`src/rtl/uart_pkg.sv`:
```
// Shared definitions for the UART transceiver: FSM state encoding and parity modes.
package uart_pkg;

    typedef enum logic [2:0] {
        IDLE   = 3'd0,
        START  = 3'd1,
        DATA   = 3'd2,
        PARITY = 3'd3,
        STOP   = 3'd4
    } uart_state_e;

    localparam logic [1:0] PAR_NONE     = 2'b00;
    localparam logic [1:0] PAR_EVEN     = 2'b01;
    localparam logic [1:0] PAR_ODD      = 2'b10;
    localparam logic [1:0] PAR_NONE_ALT = 2'b11;

    function automatic logic par_enabled(input logic [1:0] mode);
        return (mode != PAR_NONE) && (mode != PAR_NONE_ALT);
    endfunction

endpackage

```
`src/rtl/uart_rx.sv`:
```
// UART receive path: input synchroniser, start-bit validation and mid-bit sampling.
//   state  | meaning
//   IDLE   | waiting for a synchronised falling edge
//   START  | confirm start bit at half a bit period
//   DATA   | sample DATA_W bits, LSB first
//   PARITY | sample parity bit
//   STOP   | sample stop bit, deliver frame
module uart_rx
    import uart_pkg::*;
#(
    parameter int DATA_W = 8,
    parameter int OVS    = 16
) (
    input  logic              clk,
    input  logic              reset,
    input  logic              tick,
    input  logic [1:0]        parity_mode,
    input  logic              rx_uart,
    output logic              restart,
    output logic              rx_valid,
    output logic [DATA_W-1:0] rx_data,
    output logic              rx_parity_err,
    output logic              rx_frame_err,
    output logic              rx_busy
);
    localparam int OVS_W = $clog2(OVS);
    localparam int BIT_W = (DATA_W > 1) ? $clog2(DATA_W) : 1;

    logic              sync1_q, sync2_q, prev_q;
    uart_state_e       state_q, state_d;
    logic [OVS_W-1:0]  ovs_q, ovs_d;
    logic [BIT_W-1:0]  bit_q, bit_d;
    logic [DATA_W-1:0] shift_q, shift_d;
    logic              par_rx_q, par_rx_d;
    logic              par_en_q, par_en_d;
    logic              par_odd_q, par_odd_d;
    logic              valid_q, valid_d;
    logic [DATA_W-1:0] data_q, data_d;
    logic              perr_q, perr_d;
    logic              ferr_q, ferr_d;

    always_comb begin
        state_d   = state_q;
        ovs_d     = ovs_q;
        bit_d     = bit_q;
        shift_d   = shift_q;
        par_rx_d  = par_rx_q;
        par_en_d  = par_en_q;
        par_odd_d = par_odd_q;
        valid_d   = 1'b0;
        data_d    = data_q;
        perr_d    = perr_q;
        ferr_d    = ferr_q;
        restart   = 1'b0;
        if (state_q == IDLE) begin
            // prev_q must be high, so after a low stop bit the line has to recover first
            if (prev_q && !sync2_q) begin
                state_d   = START;
                ovs_d     = OVS_W'(OVS / 2 - 1);
                restart   = 1'b1;
                par_en_d  = par_enabled(parity_mode);
                par_odd_d = (parity_mode == PAR_ODD);
            end
        end else if (tick) begin
            if (ovs_q != '0) begin
                ovs_d = ovs_q - 1'b1;
            end else begin
                ovs_d = OVS_W'(OVS - 1);
                case (state_q)
                    START: begin
                        if (sync2_q) begin
                            state_d = IDLE;
                        end else begin
                            state_d = DATA;
                            bit_d   = BIT_W'(DATA_W - 1);
                        end
                    end
                    DATA: begin
                        shift_d = {sync2_q, shift_q[DATA_W-1:1]};
                        if (bit_q != '0) bit_d = bit_q - 1'b1;
                        else state_d = par_en_q ? PARITY : STOP;
                    end
                    PARITY: begin
                        par_rx_d = sync2_q;
                        state_d  = STOP;
                    end
                    STOP: begin
                        state_d = IDLE;
                        valid_d = 1'b1;
                        data_d  = shift_q;
                        perr_d  = par_en_q && (par_rx_q != ((^shift_q) ^ par_odd_q));
                        ferr_d  = !sync2_q;
                    end
                    default: state_d = IDLE;
                endcase
            end
        end
    end

    always_ff @(posedge clk) begin
        if (reset) begin
            sync1_q   <= 1'b1;
            sync2_q   <= 1'b1;
            prev_q    <= 1'b1;
            state_q   <= IDLE;
            ovs_q     <= '0;
            bit_q     <= '0;
            shift_q   <= '0;
            par_rx_q  <= 1'b0;
            par_en_q  <= 1'b0;
            par_odd_q <= 1'b0;
            valid_q   <= 1'b0;
            data_q    <= '0;
            perr_q    <= 1'b0;
            ferr_q    <= 1'b0;
        end else begin
            sync1_q   <= rx_uart;
            sync2_q   <= sync1_q;
            prev_q    <= sync2_q;
            state_q   <= state_d;
            ovs_q     <= ovs_d;
            bit_q     <= bit_d;
            shift_q   <= shift_d;
            par_rx_q  <= par_rx_d;
            par_en_q  <= par_en_d;
            par_odd_q <= par_odd_d;
            valid_q   <= valid_d;
            data_q    <= data_d;
            perr_q    <= perr_d;
            ferr_q    <= ferr_d;
        end
    end

    assign rx_valid      = valid_q;
    assign rx_data       = data_q;
    assign rx_parity_err = perr_q;
    assign rx_frame_err  = ferr_q;
    assign rx_busy       = (state_q != IDLE);

endmodule

```
`src/rtl/uart_xcvr.sv`:
```
// UART transceiver top: oversample tick dividers, transmit FSM, and the receive sub-module.
//   state  | meaning
//   IDLE   | tx_ready high, line idle high
//   START  | driving start bit
//   DATA   | shifting DATA_W bits, LSB first
//   PARITY | driving latched parity bit
//   STOP   | driving 1 or 2 stop bits
module uart_xcvr
    import uart_pkg::*;
#(
    parameter int DATA_W  = 8,
    parameter int OVS     = 16,
    parameter int CLK_DIV = 1
) (
    input  logic              clk,
    input  logic              reset,
    input  logic [1:0]        parity_mode,
    input  logic              stop2,
    input  logic              tx_valid,
    output logic              tx_ready,
    input  logic [DATA_W-1:0] tx_data,
    output logic              tx_uart,
    input  logic              rx_uart,
    output logic              rx_valid,
    output logic [DATA_W-1:0] rx_data,
    output logic              rx_parity_err,
    output logic              rx_frame_err,
    output logic              tx_busy,
    output logic              rx_busy
);
    localparam int DIV_W = (CLK_DIV > 1) ? $clog2(CLK_DIV) : 1;
    localparam int OVS_W = $clog2(OVS);
    localparam int BIT_W = (DATA_W > 1) ? $clog2(DATA_W) : 1;

    logic [DIV_W-1:0]  tx_div_q, tx_div_d, rx_div_q, rx_div_d;
    logic              tx_tick, rx_tick, rx_restart, tx_start;
    uart_state_e       tx_state_q, tx_state_d;
    logic [OVS_W-1:0]  tx_ovs_q, tx_ovs_d;
    logic [BIT_W-1:0]  tx_bit_q, tx_bit_d;
    logic [DATA_W-1:0] tx_shift_q, tx_shift_d;
    logic              tx_par_q, tx_par_d;
    logic              tx_par_en_q, tx_par_en_d;
    logic              tx_stop2_q, tx_stop2_d;
    logic              tx_uart_q, tx_uart_d;

    // Each path restarts its own divider so bit periods are exact in clk cycles.
    assign tx_tick = (tx_div_q == '0);
    assign rx_tick = (rx_div_q == '0);

    always_comb begin
        tx_div_d = tx_div_q - 1'b1;
        if (tx_start || tx_tick) tx_div_d = DIV_W'(CLK_DIV - 1);
        rx_div_d = rx_div_q - 1'b1;
        if (rx_restart || rx_tick) rx_div_d = DIV_W'(CLK_DIV - 1);
    end

    assign tx_ready = (tx_state_q == IDLE) && !reset;
    assign tx_start = tx_valid && tx_ready;

    always_comb begin
        tx_state_d  = tx_state_q;
        tx_ovs_d    = tx_ovs_q;
        tx_bit_d    = tx_bit_q;
        tx_shift_d  = tx_shift_q;
        tx_par_d    = tx_par_q;
        tx_par_en_d = tx_par_en_q;
        tx_stop2_d  = tx_stop2_q;
        tx_uart_d   = tx_uart_q;
        if (tx_state_q == IDLE) begin
            tx_uart_d = 1'b1;
            if (tx_start) begin
                tx_state_d  = START;
                tx_uart_d   = 1'b0;
                tx_ovs_d    = OVS_W'(OVS - 1);
                tx_shift_d  = tx_data;
                tx_par_d    = (^tx_data) ^ (parity_mode == PAR_ODD);
                tx_par_en_d = par_enabled(parity_mode);
                tx_stop2_d  = stop2;
            end
        end else if (tx_tick) begin
            if (tx_ovs_q != '0) begin
                tx_ovs_d = tx_ovs_q - 1'b1;
            end else begin
                tx_ovs_d = OVS_W'(OVS - 1);
                case (tx_state_q)
                    START: begin
                        tx_state_d = DATA;
                        tx_uart_d  = tx_shift_q[0];
                        tx_shift_d = tx_shift_q >> 1;
                        tx_bit_d   = BIT_W'(DATA_W - 1);
                    end
                    DATA: begin
                        if (tx_bit_q != '0) begin
                            tx_bit_d   = tx_bit_q - 1'b1;
                            tx_uart_d  = tx_shift_q[0];
                            tx_shift_d = tx_shift_q >> 1;
                        end else if (tx_par_en_q) begin
                            tx_state_d = PARITY;
                            tx_uart_d  = tx_par_q;
                        end else begin
                            tx_state_d = STOP;
                            tx_uart_d  = 1'b1;
                            tx_bit_d   = BIT_W'(tx_stop2_q);
                        end
                    end
                    PARITY: begin
                        tx_state_d = STOP;
                        tx_uart_d  = 1'b1;
                        tx_bit_d   = BIT_W'(tx_stop2_q);
                    end
                    STOP: begin
                        if (tx_bit_q != '0) tx_bit_d = tx_bit_q - 1'b1;
                        else tx_state_d = IDLE;
                    end
                    default: begin
                        tx_state_d = IDLE;
                        tx_uart_d  = 1'b1;
                    end
                endcase
            end
        end
    end

    always_ff @(posedge clk) begin
        if (reset) begin
            tx_div_q    <= '0;
            rx_div_q    <= '0;
            tx_state_q  <= IDLE;
            tx_ovs_q    <= '0;
            tx_bit_q    <= '0;
            tx_shift_q  <= '0;
            tx_par_q    <= 1'b0;
            tx_par_en_q <= 1'b0;
            tx_stop2_q  <= 1'b0;
            tx_uart_q   <= 1'b1;
        end else begin
            tx_div_q    <= tx_div_d;
            rx_div_q    <= rx_div_d;
            tx_state_q  <= tx_state_d;
            tx_ovs_q    <= tx_ovs_d;
            tx_bit_q    <= tx_bit_d;
            tx_shift_q  <= tx_shift_d;
            tx_par_q    <= tx_par_d;
            tx_par_en_q <= tx_par_en_d;
            tx_stop2_q  <= tx_stop2_d;
            tx_uart_q   <= tx_uart_d;
        end
    end

    assign tx_uart = tx_uart_q;
    assign tx_busy = (tx_state_q != IDLE);

    uart_rx #(
        .DATA_W (DATA_W),
        .OVS    (OVS)
    ) u_rx (
        .clk           (clk),
        .reset         (reset),
        .tick          (rx_tick),
        .parity_mode   (parity_mode),
        .rx_uart       (rx_uart),
        .restart       (rx_restart),
        .rx_valid      (rx_valid),
        .rx_data       (rx_data),
        .rx_parity_err (rx_parity_err),
        .rx_frame_err  (rx_frame_err),
        .rx_busy       (rx_busy)
    );

endmodule

```
`config.mk`:
```
export PLATFORM = sky130hd
export DESIGN_NAME = uart_xcvr
export DESIGN_NICKNAME = d
export VERILOG_FILES = /design/src/rtl/uart_pkg.sv /design/src/rtl/uart_rx.sv /design/src/rtl/uart_xcvr.sv
export SDC_FILE = /design/constraint.sdc
export NUM_CORES = 1
export LEC_CHECK = 0
export ABC_AREA = 1
export CAP_MARGIN = 20
export CORE_MARGIN = 3
export CORE_UTILIZATION = 30
export CTS_CLUSTER_SIZE = 30
export DETAILED_ROUTE_END_ITERATION = 10
export PLACE_DENSITY = 0.47
export SLEW_MARGIN = 5
export SYNTH_ARGS = -nofsm -noshare
export SYNTH_HDL_FRONTEND = slang
export SYNTH_SLANG_ARGS = --single-unit
```
`constraint.sdc`:
```
create_clock -name clk -period 2.45 [get_ports clk]
set_input_delay 0.3675 -clock clk [delete_from_list [all_inputs] [get_ports clk]]
set_output_delay 0.3675 -clock clk [all_outputs]
set_load 0.01 [all_outputs]
```
==> results of run 1 <==
[Yosys cell counts (all sizes together)]
library cell	n
nand2	88
inv	65
o21ai	60
dfxtp	59
a21oi	45
nor2	33
nand3	15
ha	7
xnor2	6
buf	5
clkbuf	5
a31oi	3
nor3	3
xor2	3
a211oi	2
nand3b	2
o211ai	2
o21bai	2
or2	2
a21boi	1
a21o	1
a311oi	1
a32oi	1
conb	1
nand4	1
nor4	1
[sequential cells by signal (all words and copies together) (netlist names), 4 cells and up]
signal,count
tx_shift_q,8
u_rx.rx_data,8
u_rx.shift_q,8
tx_ovs_q,4
u_rx.ovs_q,4
[report_power, final]
group          internal, uW  leakage [uW]  switching (uW)  total (uW)
registers              1220      0.000482             175        1400
clock network           758      0.000133             390        1150
logic                   725      0.000933            1330        2060
[logic make-up after synthesis]
family / Yosys count / synth area share, %
adder cells (fa/ha/maj): 7 / 2.929
AO/OA/AOI/OAI: 118 / 21.67
XOR/XNOR: 9 / 2.636
AND/OR/NAND/NOR: 145 / 23.05
other: 1 / 0.1254
buffers and inverters: 75 / 10.08
flip-flops: 59 / 39.50
[worst max-delay path, delay by kind of cell (launching register included)]
kind,cells,cell delay [ps]
buf+inv,1,550
flops,1,350
simple gates,3,510
[how the worst max path moves through the flow]
stage                             start            end  slack, ps
after detailed placement          reset       tx_ready        550
after global placement            reset       tx_ready        550
after global routing      tx_state_q[1]       tx_ready        230
after CTS                 tx_state_q[1]       tx_ready        300
after floorplan             tx_ovs_q[0]  tx_shift_q[7]       1000
final                     tx_state_q[1]       tx_ready        340
[metal layers]
layer,vias to the layer above,global-route usage [%]
met5,-,0
met4,0,4.718
met3,2,3.429
met2,31,19.17
met1,1156,16.94
li1,1409,-
[per-stage QoR]
| stage | utilization (%) | hold WS [ps] |
|---|---|---|
| floorplan | - | 389.5 |
| global placement | 36.06 | 396.3 |
| detailed placement | 36.06 | 398.1 |
| CTS | 38.81 | 414.1 |
| global route | 38.81 | 434.1 |
| finish | 38.81 | 404.8 |
[final cells by class]
| class | count | area share [%] |
|---|---|---|
| clock inverters | 4 | 2.590 |
| repair buffers | 32 | 8.521 |
| inverters | 65 | 6.646 |
| well taps | 129 | 4.397 |
| multi-input cells | 281 | 41.17 |
| flip-flops and latches | 59 | 32.17 |
| clock buffers | 12 | 4.499 |
[cell usage in the layout, fill, tap and decap left out, drive strengths merged, types with 7 or more instances in the layout]
cell and instances:
clkbuf 12, ha 7, inv 65, nand2 88, dfxtp 59, nor2 33, a21oi 45, o21ai 60
clkdlybuf4s50 29, nand3 15
==> metrics.txt, run 1 <==
crit path DAT=1740 ps; die area=11200 um2; CTS Buffer Depth=2; reg-to-reg endpoint=u_rx.bit_q[2]; Startpoint Class=flip-flop; CORE AREA=9459 um2; largest net degree at the start of global routing=32; Post-Route WL=6635 um; post-route cell area=3671 um2; clk_lat worst skew=330 ps; Final nets=470; Post-CTS Setup Inserts=0; fmax=473.9 MHz; clk root buf=clkbuf_8; Pwr Total=4599 uW; setup tns final=0 ps; first-pass GRT wire length=11480 um; CTS tree=yes; Synth-to-Final Area Change=22.76%; slowest CP cell=clkdlybuf4s50_1; Synth area leader=dfxtp_1; crit-path cells=nor2_4 > nand2_4 > nor2_4 > clkdlybuf4s50_1; R2R setup slack=670 ps; htree depth=3; power density cells=1253 nW/um2; total number of vias=2598; uppermost routed layer=met4; final setup margin=339.7 ps; GP Congestion=0.7342; synth unique cells=40; Initial Utilization=31.61%; clk_skew=12.22 ps; unrepaired setup endpoints after global routing=false; Cell Area, Placed=3411 um2; Site Rows=35; post-DR vias/cell=4.464; Synth Area per Inst=7.223 um2; synthesized area=2990 um2; non-filler cells, final=582; die height=105.8 um; Final ANT Viol Nets=0; M1 wire length=3454 um; Fill cells=1030; hold path depth=1; dpl cells=566; fin. max-slew vios=0; Worst VDD drop=588.0 uV; detailed-router iteration count before antenna repair=4; clk sink count=59; fin crit share=86.14%; area share of the largest cell type after synthesis=39.50%; RR Startpoint=u_rx.ovs_q[0]; CP Max Fanout=19; Starting DRT DRC Count=78; clk slew on worst S/H paths=80 ps; worst slack at placement=547.8 ps; reg2reg path depth=11; met2 WL=2970 um; PortBufs=29; sequential fraction of the synthesis area=39.50%; synth warn=0; multi-input logic area=1511 um2; initial antenna violation count=0; WL/cell=11.40 um; Die Width=105.8 um; largest cells by area after synthesis=dfxtp_1 39%, nand2_1 10%, o21ai_0 9.0%; grt ovf=0; critical path's largest stage delay=550 ps; minimum clock period=2110 ps; critical path data required time=2080 ps; DR WL met3=171 um; share of layout cells above drive strength 1=11.04%; status=completed; hpwl dp=4744 um; TritonCTS Buffers=9; #FFs+latches synth=59; Pleak=0.001548 uW; max-cap violations=0; final hold vios=0; CP dominant cell by count=nor2_4; min-delay src=u_rx.sync1_q; Resized Gates After CTS=0; critical path class=reg2out; post-synthesis cell count=414; vias in the first global route=2489; Residual DRC=0; CTS Hold Buffers Added=0; Top-Level Pins=30; diodes inserted=0; Seq. cell area=1181 um2; Hold Path End=u_rx.sync2_q; # setup viols final=0; global-route usage over all layers=12.58%; Crit. End Element=primary output; class of the worst hold path=reg2reg
Power figures use the tool's default switching activity.
==> run 2, diff against run 1 <==
==> constraint.sdc (replaced) <==
create_clock -name clk -period 2.6 [get_ports clk]
set_input_delay 0.39 -clock clk [delete_from_list [all_inputs] [get_ports clk]]
set_output_delay 0.39 -clock clk [all_outputs]
set_load 0.005 [all_outputs]
==> run 2 against run 1 <==
Compared with the run above: global-route usage down 0.16 points; via count up 0.27%; critical path depth unchanged; total power down 12%; cell area down 1.3%; largest cell class unchanged; highest routed layer unchanged.
==> metrics.txt, run 2 (synthesis results as in run 1) <==
clk_skew=9.385 ps; CTS tree=yes; Final ANT Viol Nets=0; class of the worst hold path=reg2reg; CP Max Fanout=19; WL/cell=11.40 um; Seq. cell area=1181 um2; Resized Gates After CTS=0; final hold vios=0; Worst VDD drop=468.1 uV; hpwl dp=4846 um; minimum clock period=2104 ps; status=completed; PortBufs=29; R2R setup slack=780 ps; non-filler cells, final=582; die height=105.8 um; GP Congestion=0.7612; critical path class=reg2out; unrepaired setup endpoints after global routing=false; Post-Route WL=6635 um; share of layout cells above drive strength 1=10.60%; Die Width=105.8 um; Crit. End Element=primary output; grt ovf=0; Site Rows=35; Residual DRC=0; detailed-router iteration count before antenna repair=6; first-pass GRT wire length=11240 um; Initial Utilization=31.61%; clk sink count=59; Pwr Total=4069 uW; clk slew on worst S/H paths=70 ps; diodes inserted=0; critical path data required time=2210 ps; post-DR vias/cell=4.476; total number of vias=2605; Pleak=0.001524 uW; global-route usage over all layers=12.42%; fin crit share=80.92%; Fill cells=1045; fmax=475.3 MHz; Top-Level Pins=30; clk root buf=clkbuf_8; vias in the first global route=2430; CTS Hold Buffers Added=0; largest net degree at the start of global routing=25; die area=11200 um2; power density cells=1123 nW/um2; most frequent cells in the layout=82 x nand2_1, 60 x inv_1, 59 x dfxtp_1, 54 x o21ai_0, 42 x a21oi_1; Startpoint Class=flip-flop; dpl cells=567; htree depth=3; crit path DAT=1710 ps; commonest non-fill, non-tap cell in the layout=nand2_1; multi-input logic area=1511 um2; fin. max-slew vios=0; Final nets=471; CTS Buffer Depth=2; clk_lat worst skew=340 ps; Post-CTS Setup Inserts=0; final hold slack=402.3 ps; CORE AREA=9459 um2; max-cap violations=0; initial antenna violation count=0; post-route cell area=3625 um2; # setup viols final=0; Starting DRT DRC Count=68; setup tns final=0 ps; Synth-to-Final Area Change=21.21%; Cell Area, Placed=3431 um2; TritonCTS Buffers=9
-- run 2: cell types whose count changed in the layout (fill, tap and decap cells not counted) --
cell	before	now
clkbuf_8	12	11
clkbuf_1	0	2
buf_12	0	1
bufinv_16	3	1
-- run 2: path summary, 6_finish.rpt --
path | to | cells past startpoint | start
worst min-delay path | u_rx.sync2_q | 1 | u_rx.sync1_q
worst max-delay path | tx_ready | 4 | tx_state_q[1]
worst min register to register | u_rx.sync2_q | 1 | u_rx.sync1_q
worst max register to register | u_rx.bit_q[2] | 11 | u_rx.ovs_q[0]
-- run 2: through the flow --
| step | setup WS [ps] | util, % |
|---|---|---|
| final | 496.0 | 38.32 |
| after floorplan | 1148 | - |
| after global routing | 372.1 | 38.32 |
| after global placement | 653.5 | 36.27 |
| after detailed placement | 645.2 | 36.27 |
| after CTS | 472.1 | 38.32 |
-- run 2: metal layers --
metal | track usage, % | vias up | part of all wire (%) | wire (um)
li1 | - | 1406 | - | -
met1 | 16.20 | 1165 | 51 | 3365
met2 | 19.40 | 30 | 45 | 2968
met3 | 4.409 | 4 | 3.6 | 239
met4 | 3.423 | 0 | 0.92 | 61
met5 | 0 | - | 0 | 0
-- run 2: area by class of cell --
class / instances / area share, %
Clock buffer: 13 / 4.384
Clock inverter: 2 / 0.9665
Inverter: 65 / 6.731
Multi-Input combinational cell: 281 / 41.70
Sequential cell: 59 / 32.59
Tap cell: 129 / 4.453
Timing Repair Buffer: 33 / 9.182
-- run 2: critical path: stages (launching register included) --
cell             delay (ps)
dfxtp_1                 350
nor2_4                  180
nand2_4                 180
nor2_4                  160
clkdlybuf4s50_1         510
-- run 2: where the power goes --
part	switching (uW)	total (uW)	internal (uW)
Sequential	163	1310	1150
Combinational	1240	1920	685
Clock	345	835	489
==> run 3, diff against run 2 <==
- clock period: 2.6 -> 2 ns (I/O delays scaled with it)
==> run 3 against run 2 <==
Compared with the run above: combinational power is 41% higher; first-iteration DRC count is 43% higher; routed wire length is 0.33% lower; clock skew is 1.3 ps lower; largest power group unchanged; cell area is 2.0% higher; largest cell class unchanged; final cell count is 1.2% higher; count of clock-buffer cells in the layout is 2 lower; via count is 0.19% lower; sequential cell count stayed put; hold slack better by 4.6 ps; die area stayed put; register-to-register slack worse by 440 ps.
==> metrics.txt, run 3 (synthesis results as in run 1) <==
GP Congestion=0.8098; die height=105.8 um; CORE AREA=9459 um2; clk sink count=59; # setup viols final=0; minimum clock period=1894 ps; TritonCTS Buffers=9; final hold vios=0; unrepaired setup endpoints after global routing=false; PortBufs=29; setup tns final=0 ps; detailed-router iteration count before antenna repair=4; clk slew on worst S/H paths=70 ps; initial antenna violation count=0; fin. max-slew vios=0; Pleak=0.001570 uW; largest net degree at the start of global routing=24; R2R setup slack=340 ps; post-route cell area=3699 um2; Worst VDD drop=537.0 uV; CP Max Fanout=10; hpwl dp=4750 um; Final nets=477; clk_lat worst skew=340 ps; power density cells=1531 nW/um2; RR Startpoint=u_rx.ovs_q[0]; total number of vias=2600; crit path DAT=1590 ps; diodes inserted=0; most frequent cells in the layout=82 x nand2_1, 60 x inv_1, 59 x dfxtp_1, 54 x o21ai_0, 42 x a21oi_1; Setup crit start=tx_state_q[1]; Startpoint Class=flip-flop; Residual DRC=0; CTS tree=yes; vias in the first global route=2343; fmax=528.0 MHz; Initial Utilization=31.61%; Final ANT Viol Nets=0; critical path class=reg2out; reg2reg path depth=11; critical path data required time=1700 ps; reg-to-reg endpoint=u_rx.bit_q[1]; Cell Area, Placed=3418 um2; WL/cell=11.23 um; commonest non-fill, non-tap cell in the layout=nand2_1; Fill cells=1024; fin crit share=94.70%; Critical Path End=tx_ready; die area=11200 um2; Starting DRT DRC Count=97; CTS Buffer Depth=2; Die Width=105.8 um; Crit. End Element=primary output; grt ovf=0; global-route usage over all layers=12.42%; final hold slack=406.9 ps; Top-Level Pins=30; first-pass GRT wire length=11160 um; CTS Hold Buffers Added=0; class of the worst hold path=reg2reg; htree depth=3; Post-Route WL=6613 um; max-cap violations=0; share of layout cells above drive strength 1=12.39%; clk root buf=clkbuf_8; Pwr Total=5663 uW; clk_skew=8.122 ps; post-DR vias/cell=4.414; Synth-to-Final Area Change=23.68%; status=completed; Site Rows=35
run 3: final cells by class:
cell class / count / area [um2] / area share [%]
Clock buffer: 11 / 151.4 / 4.093
Clock inverter: 5 / 75.07 / 2.030
Inverter: 65 / 244.0 / 6.597
Multi-Input combinational cell: 281 / 1520 / 41.10
Sequential cell: 59 / 1181 / 31.93
Tap cell: 129 / 161.4 / 4.364
Timing Repair Buffer: 39 / 365.4 / 9.878
run 3: per-stage QoR:
step           utilization, %  setup slack, ps  instances
3_5_place_dp            36.14            252.4        567
2_1_floorplan               -            547.8        415
6_report                39.10            106.0        589
4_1_cts                 38.70            16.36        584
5_1_grt                 39.10            21.34        589
3_3_place_gp            36.14            256.0        567
run 3: what timing repair did:
item	CTS	global route
resized for setup	1	0
setup endpoints to repair	1	1
setup buffers	1	5
pin swaps	1	2
hold endpoints to repair	0	0
run 3: critical path: stages, from the launching register on:
cell and delay (ps):
dfxtp_1 350, nor2_4 180, nand2_8 100, nor2_4 120
clkdlybuf4s50_1 510
run 3: power by group:
group	switching, uW	internal (uW)	total, uW
combinational	1640	1060	2710
clock	480	763	1240
sequential	216	1500	1710
run 3: metal layers:
| layer | global-route usage [%] | part of all wire [%] | wire (um) | up-vias |
|---|---|---|---|---|
| met2 | 18.62 | 45 | 2956 | 31 |
| met3 | 3.674 | 3.1 | 208 | 7 |
| met1 | 17.12 | 51 | 3372 | 1140 |
| li1 | - | - | - | 1422 |
| met4 | 3.885 | 1.1 | 75 | 0 |
| met5 | 0 | 0 | 0 | - |
run 3: worst min path at each step:
stage            startpoint            to  slack [ps]  cells past startpoint
3_3_place_gp   u_rx.sync1_q  u_rx.sync2_q         400                      1
5_1_grt        u_rx.sync1_q  u_rx.sync2_q         420                      1
2_1_floorplan  u_rx.sync1_q  u_rx.sync2_q         390                      1
3_5_place_dp   u_rx.sync1_q  u_rx.sync2_q         400                      1
4_1_cts        u_rx.sync1_q  u_rx.sync2_q         410                      1
6_report       u_rx.sync1_q  u_rx.sync2_q         410                      1
